## src/rtl/mem_bus_if_if.sv

```systemverilog
// Wishbone-style data bus between the mem-stage bus interface (master)
// and the external memory system (slave).
interface mem_bus_if_if;
  localparam int unsigned AW = 32;
  localparam int unsigned DW = 32;
  localparam int unsigned SW = 4;

  logic [AW-1:0] adr;
  logic [DW-1:0] dat_w;
  logic [DW-1:0] dat_r;
  logic          we;
  logic [SW-1:0] sel;
  logic          stb;
  logic          cyc;
  logic          ack;

  modport master (
    output adr, dat_w, we, sel, stb, cyc,
    input  dat_r, ack
  );

  modport slave (
    input  adr, dat_w, we, sel, stb, cyc,
    output dat_r, ack
  );
endinterface

```

## src/rtl/mem_bus_if.sv

```systemverilog
// Data-side bus master for the mem stage: turns a one-cycle memory request
// into a Wishbone classic transaction and stalls the pipeline until it ends.
module mem_bus_if #(
  parameter int unsigned STALL_IDX = 4
) (
  input  logic        clk,
  input  logic        rst,
  input  logic [5:0]  stall_i,
  input  logic        flush_i,
  input  logic        cpu_ce_i,
  input  logic [31:0] cpu_addr_i,
  input  logic        cpu_we_i,
  input  logic [3:0]  cpu_sel_i,
  input  logic [31:0] cpu_data_i,
  output logic [31:0] cpu_data_o,
  output logic        stallreq_o,
  mem_bus_if_if.master wb
);

  localparam int unsigned AW = 32;
  localparam int unsigned DW = 32;
  localparam int unsigned SW = 4;
  localparam logic [2:0]  STALL_BIT = 3'(STALL_IDX);

  typedef enum logic [1:0] {
    IDLE       = 2'd0,
    BUSY       = 2'd1,
    WAIT_STALL = 2'd2
  } state_e;

  state_e        state_q, state_d;
  logic [AW-1:0] adr_q, adr_d;
  logic [DW-1:0] dat_q, dat_d;
  logic          we_q, we_d;
  logic [SW-1:0] sel_q, sel_d;
  logic          stb_q, stb_d;
  logic          cyc_q, cyc_d;
  logic [DW-1:0] rd_buf_q, rd_buf_d;

  logic mem_stall;
  logic unused_stall;

  // Only the mem-stage bit of the stall vector matters here.
  assign mem_stall    = stall_i[STALL_BIT];
  assign unused_stall = ^stall_i;

  // Next-state and bus-output computation.
  always_comb begin
    state_d  = state_q;
    adr_d    = adr_q;
    dat_d    = dat_q;
    we_d     = we_q;
    sel_d    = sel_q;
    stb_d    = stb_q;
    cyc_d    = cyc_q;
    rd_buf_d = rd_buf_q;

    unique case (state_q)
      IDLE: begin
        if (cpu_ce_i && !flush_i) begin
          adr_d   = cpu_addr_i;
          dat_d   = cpu_data_i;
          we_d    = cpu_we_i;
          sel_d   = cpu_sel_i;
          stb_d   = 1'b1;
          cyc_d   = 1'b1;
          state_d = BUSY;
        end else begin
          adr_d = '0;
          dat_d = '0;
          we_d  = 1'b0;
          sel_d = '0;
          stb_d = 1'b0;
          cyc_d = 1'b0;
        end
      end

      BUSY: begin
        // Flush outranks a coincident ack: the returned data is dropped.
        if (flush_i || wb.ack) begin
          adr_d = '0;
          dat_d = '0;
          we_d  = 1'b0;
          sel_d = '0;
          stb_d = 1'b0;
          cyc_d = 1'b0;
          if (flush_i) begin
            state_d = IDLE;
          end else begin
            rd_buf_d = we_q ? '0 : wb.dat_r;
            state_d  = mem_stall ? WAIT_STALL : IDLE;
          end
        end
      end

      WAIT_STALL: begin
        adr_d = '0;
        dat_d = '0;
        we_d  = 1'b0;
        sel_d = '0;
        stb_d = 1'b0;
        cyc_d = 1'b0;
        if (!mem_stall || flush_i) begin
          state_d = IDLE;
        end
      end

      default: begin
        state_d = IDLE;
        adr_d   = '0;
        dat_d   = '0;
        we_d    = 1'b0;
        sel_d   = '0;
        stb_d   = 1'b0;
        cyc_d   = 1'b0;
      end
    endcase
  end

  always_ff @(posedge clk or posedge rst) begin
    if (rst) begin
      state_q  <= IDLE;
      adr_q    <= '0;
      dat_q    <= '0;
      we_q     <= 1'b0;
      sel_q    <= '0;
      stb_q    <= 1'b0;
      cyc_q    <= 1'b0;
      rd_buf_q <= '0;
    end else begin
      state_q  <= state_d;
      adr_q    <= adr_d;
      dat_q    <= dat_d;
      we_q     <= we_d;
      sel_q    <= sel_d;
      stb_q    <= stb_d;
      cyc_q    <= cyc_d;
      rd_buf_q <= rd_buf_d;
    end
  end

  assign wb.adr   = adr_q;
  assign wb.dat_w = dat_q;
  assign wb.we    = we_q;
  assign wb.sel   = sel_q;
  assign wb.stb   = stb_q;
  assign wb.cyc   = cyc_q;

  // Pipeline-facing outputs are combinational so the ack cycle itself
  // releases the stall and presents read data at the capturing edge.
  always_comb begin
    stallreq_o = 1'b0;
    cpu_data_o = '0;
    if (!rst) begin
      unique case (state_q)
        IDLE: begin
          stallreq_o = cpu_ce_i & ~flush_i;
        end
        BUSY: begin
          stallreq_o = ~wb.ack & ~flush_i;
          if (wb.ack && !we_q) begin
            cpu_data_o = wb.dat_r;
          end
        end
        WAIT_STALL: begin
          cpu_data_o = rd_buf_q;
        end
        default: begin
          stallreq_o = 1'b0;
        end
      endcase
    end
  end

endmodule

```

## src/flat_wrapper.sv

```systemverilog
// flat-port wrapper written by rule: the top's interface ports become plain ports
module mem_bus_if_flat 
#(
  parameter int unsigned STALL_IDX = 4
)
  (clk, rst, stall_i, flush_i, cpu_ce_i, cpu_addr_i, cpu_we_i, cpu_sel_i, cpu_data_i, cpu_data_o, stallreq_o, wb_adr, wb_dat_w, wb_we, wb_sel, wb_stb, wb_cyc, wb_dat_r, wb_ack);
  mem_bus_if_if wb_i ();
  input  logic clk;
  input  logic rst;
  input  logic [5:0] stall_i;
  input  logic flush_i;
  input  logic cpu_ce_i;
  input  logic [31:0] cpu_addr_i;
  input  logic cpu_we_i;
  input  logic [3:0] cpu_sel_i;
  input  logic [31:0] cpu_data_i;
  output logic [31:0] cpu_data_o;
  output logic stallreq_o;
  output wire logic [$bits(wb_i.adr)-1:0] wb_adr;
  output wire logic [$bits(wb_i.dat_w)-1:0] wb_dat_w;
  output wire logic [$bits(wb_i.we)-1:0] wb_we;
  output wire logic [$bits(wb_i.sel)-1:0] wb_sel;
  output wire logic [$bits(wb_i.stb)-1:0] wb_stb;
  output wire logic [$bits(wb_i.cyc)-1:0] wb_cyc;
  input wire logic [$bits(wb_i.dat_r)-1:0] wb_dat_r;
  input wire logic [$bits(wb_i.ack)-1:0] wb_ack;
  assign wb_adr = wb_i.adr;
  assign wb_dat_w = wb_i.dat_w;
  assign wb_we = wb_i.we;
  assign wb_sel = wb_i.sel;
  assign wb_stb = wb_i.stb;
  assign wb_cyc = wb_i.cyc;
  assign wb_i.dat_r = wb_dat_r;
  assign wb_i.ack = wb_ack;
  mem_bus_if #(.STALL_IDX(STALL_IDX)) u_core (.clk(clk), .rst(rst), .stall_i(stall_i), .flush_i(flush_i), .cpu_ce_i(cpu_ce_i), .cpu_addr_i(cpu_addr_i), .cpu_we_i(cpu_we_i), .cpu_sel_i(cpu_sel_i), .cpu_data_i(cpu_data_i), .cpu_data_o(cpu_data_o), .stallreq_o(stallreq_o), .wb(wb_i));
endmodule
```

## config.mk

```make
export PLATFORM = sky130hd
export DESIGN_NAME = mem_bus_if_flat
export DESIGN_NICKNAME = d
export VERILOG_FILES = /design/src/rtl/mem_bus_if_if.sv /design/src/rtl/mem_bus_if.sv /design/src/flat_wrapper.sv
export SDC_FILE = /design/constraint.sdc
export NUM_CORES = 1
export LEC_CHECK = 0
export BUFFER_PORTS_ARGS = -buffer_cell sky130_fd_sc_hd__buf_2
export CORE_MARGIN = 2
export CORE_UTILIZATION = 46
export DETAILED_ROUTE_END_ITERATION = 16
export PLACE_DENSITY = 0.86
export SETUP_SLACK_MARGIN = 0.4
export SYNTH_ARGS = -nofsm -noshare
export SYNTH_HDL_FRONTEND = slang
export SYNTH_SLANG_ARGS = --single-unit
```

## constraint.sdc

```tcl
create_clock -name clk -period 5.05 [get_ports clk]
set_input_delay 0.505 -clock clk [delete_from_list [all_inputs] [get_ports clk]]
set_output_delay 0.505 -clock clk [all_outputs]
set_load 0.02 [all_outputs]
```

==> results.md <==
* DRT iter0 DRCs at 116
* Clock Latency Late Sink at 360 ps
* Die height at 103 um
* Chip width at 103 um
* WL final at 11100 um
* PwrDens at 420 mW/mm2
* Clk buf depth at 2
* Critical Path RT at 4550 ps
* Global-route wire length before repair at 16400 um
* Final setup vio count at 0
* Vias in the first global route at 3460
* Total CTS buffers at 9
* Total number of vias at 3767
* RSZ-0062 raised after global routing: false
* Sequential power share at 48.7%
* FP Rows at 36
* Setup Total Neg Slack at 0 ps
* Share of layout cells above drive strength 1 at 39.9%
* Final WS setup at 1770 ps
* Critical Path Source Type: flip-flop
* Commonest non-fill, non-tap cell in the layout: buf_2
* Fin. max-slew vios at 0
* First drt pass iteration count at 5
* Post-CTS Setup Inserts at 0
* Critical path data arrival time at 2770 ps
* Fillers at 811
* CP peak stage delay at 1140 ps
* Post-place setup slack at 2030 ps
* VDD IR max at 0.000202 V
* Worst Tran Pin Value at 1280 ps
* Cell count after placement at 705
* Sw Ratio at 37.2%
* Max cap viols at 0
* Critical Path Sink Type: primary output
* Root buffer cell: clkbuf_8
* Reg area at 0.00260 mm2
* Clk network pwr share at 20.0%
* Sink Count at 104
* Yosys warns at 0
* Internal at 1.50 mW
* Critical path class: reg -> out
* Slowest library cell on the worst path: and3b_1
* Synthesized cell area at 0.00451 mm2
* Combinational power share at 31.3%
* Worst clock skew at 11.0 ps
* #FFs+latches synth at 104
* Avg WL per Cell at 15.5 um
* CTS clk-pin slew, worst paths at 100 ps
* Synth Instances at 394
* Cell Count, Final, Fillers Out at 720
* Initial antenna violation count at 0
* Initial core utilization at 46.8%
* Status: finished clean
* Unique masters post-synth at 26
* Post-CTS Resized at 0
* Post-route ant nets at 0
* Ant diodes at 0
* Ports at 216
* Die area at 0.0106 mm2
* CP Max Fanout at 35
* Hold Buf Count CTS at 0
* Nets at 698
* DRC at 0
* Hold Fails Final Rpt at 0
* P&R area growth vs syn at 25.9%
* Final Critical Period at 3280 ps
* CTS tree: done
* Period utilisation layout at 64.9%
* Overall Global Routing Usage at 19.8%
* Area of the multi-input gates at 0.00163 mm2
* Detailed placer's ending HPWL at 7860 um
* Worst-path cell chain: and3b_1 > a22oi_1 > nor2_1 > buf_2
* Post-synth net total at 509
* Syn_area_per_cell at 11.4 um2
* Vias per inst at 5.23
* NetSw at 887 uW
* Max frequency at 0.305 GHz
* Most frequent cells in the layout: 210 x buf_2, 104 x dfrtp_1, 70 x a22o_1, 34 x nand2_1, 33 x o21ai_0
* Cell leakage power at 3.09 nW
* H-tree levels at 3
* Max transition margin at 14.9%
* Pin count of the biggest net entering global routing at 71
* RD Place Congestion at 0.802
* Grt total ovfl at 0
* Post-synthesis sequential area ratio at 57.7%
* Min-Delay Path Class: in -> async
* I/O Buffers at 210
* Core footprint at 0.00964 mm2
* Pwr Total at 2.38 mW
==> final cells by class <==
cell class              instances  area share, %
clock buffers                   9           2.18
clock inverters                 6          0.948
inverters                       4          0.309
multi-input cells             250           28.7
flip-flops and latches        104           45.8
well taps                     133           2.93
repair buffers                214           19.0
==> routing by layer <==
metal	up-vias	share of wire, %	GRT usage, %
met4	0	1.7	5.97
li1	1785	-	-
met3	18	8.0	5.36
met2	176	47	32.0
met5	-	0	0
met1	1788	43	26.4
==> Yosys cell counts (all sizes together) <==
master,n,share of area [%]
dfrtp,104,58
a22o,70,14
nand2,34,2.8
o21ai,33,3.7
a22oi,32,5.3
nand2b,32,4.4
nor2,32,2.7
buf,23,4.7
clkbuf,13,1.1
inv,4,0.33
ha,3,0.83
nand3b,2,0.33
nor2b,2,0.44
nor3,2,0.47
a21o,1,0.17
and2b,1,0.17
and3b,1,0.19
nand4bb,1,0.25
o211ai,1,0.17
o21ba,1,0.22
o2bb2ai,1,0.19
or3b,1,0.19
==> logic make-up after synthesis <==
group	count (synthesis)	share of synthesized area (%)
flops	104	57.7
fa+ha+maj	3	0.833
compound gates	139	23.3
simple gates	108	12.0
buf+inv	40	6.11
==> final timing paths <==
path,start,end,slack [ps],depth (start not counted)
max,u_core.wb.we,cpu_data_o[8],1770,4
min,rst,u_core.rd_buf_q[5],230,2
max reg2reg,u_core.state_q[1],u_core.wb.dat_w[22],2660,6
min reg2reg,u_core.rd_buf_q[30],u_core.rd_buf_q[30],490,2
max in group asynchronous,rst,u_core.rd_buf_q[11],3660,3
min in group clk,cpu_data_i[26],u_core.wb.dat_w[26],350,2
==> through the flow <==
step	hold slack, ps	area (um2)	utilization, %
detailed placement	476	5500	57.0
floorplan	450	4510	-
CTS	241	5680	58.9
global placement	463	5500	57.0
finish	226	5680	58.9
global route	271	5680	58.9
==> worst max-delay path: cells and delay by family (launching register included) <==
family          cells  cell delay (ps)
simple gates        2             1320
buf+inv             1              210
compound gates      1              150
flops               1              720
==> sequential cells by signal, summed over array words and instances, names as in the netlist <==
register and count:
u_core.wb.adr 32, u_core.wb.stb 1, u_core.wb.we 1, u_core.rd_buf_q 32, u_core.wb.dat_w 32, u_core.wb.sel 4, u_core.state_q 2
==> power by group through the flow <==
stage | Combinational (mW) | Clock (mW) | Sequential, mW
4_1_cts | 0.754 | 0.493 | 1.16
2_1_floorplan | 0.485 | 0 | 1.23
3_3_place_gp | 0.722 | 0 | 1.16
6_report | 0.746 | 0.477 | 1.16
3_5_place_dp | 0.755 | 0 | 1.17
5_1_grt | 0.838 | 0.522 | 1.18
(Power assumes the default switching activity.)
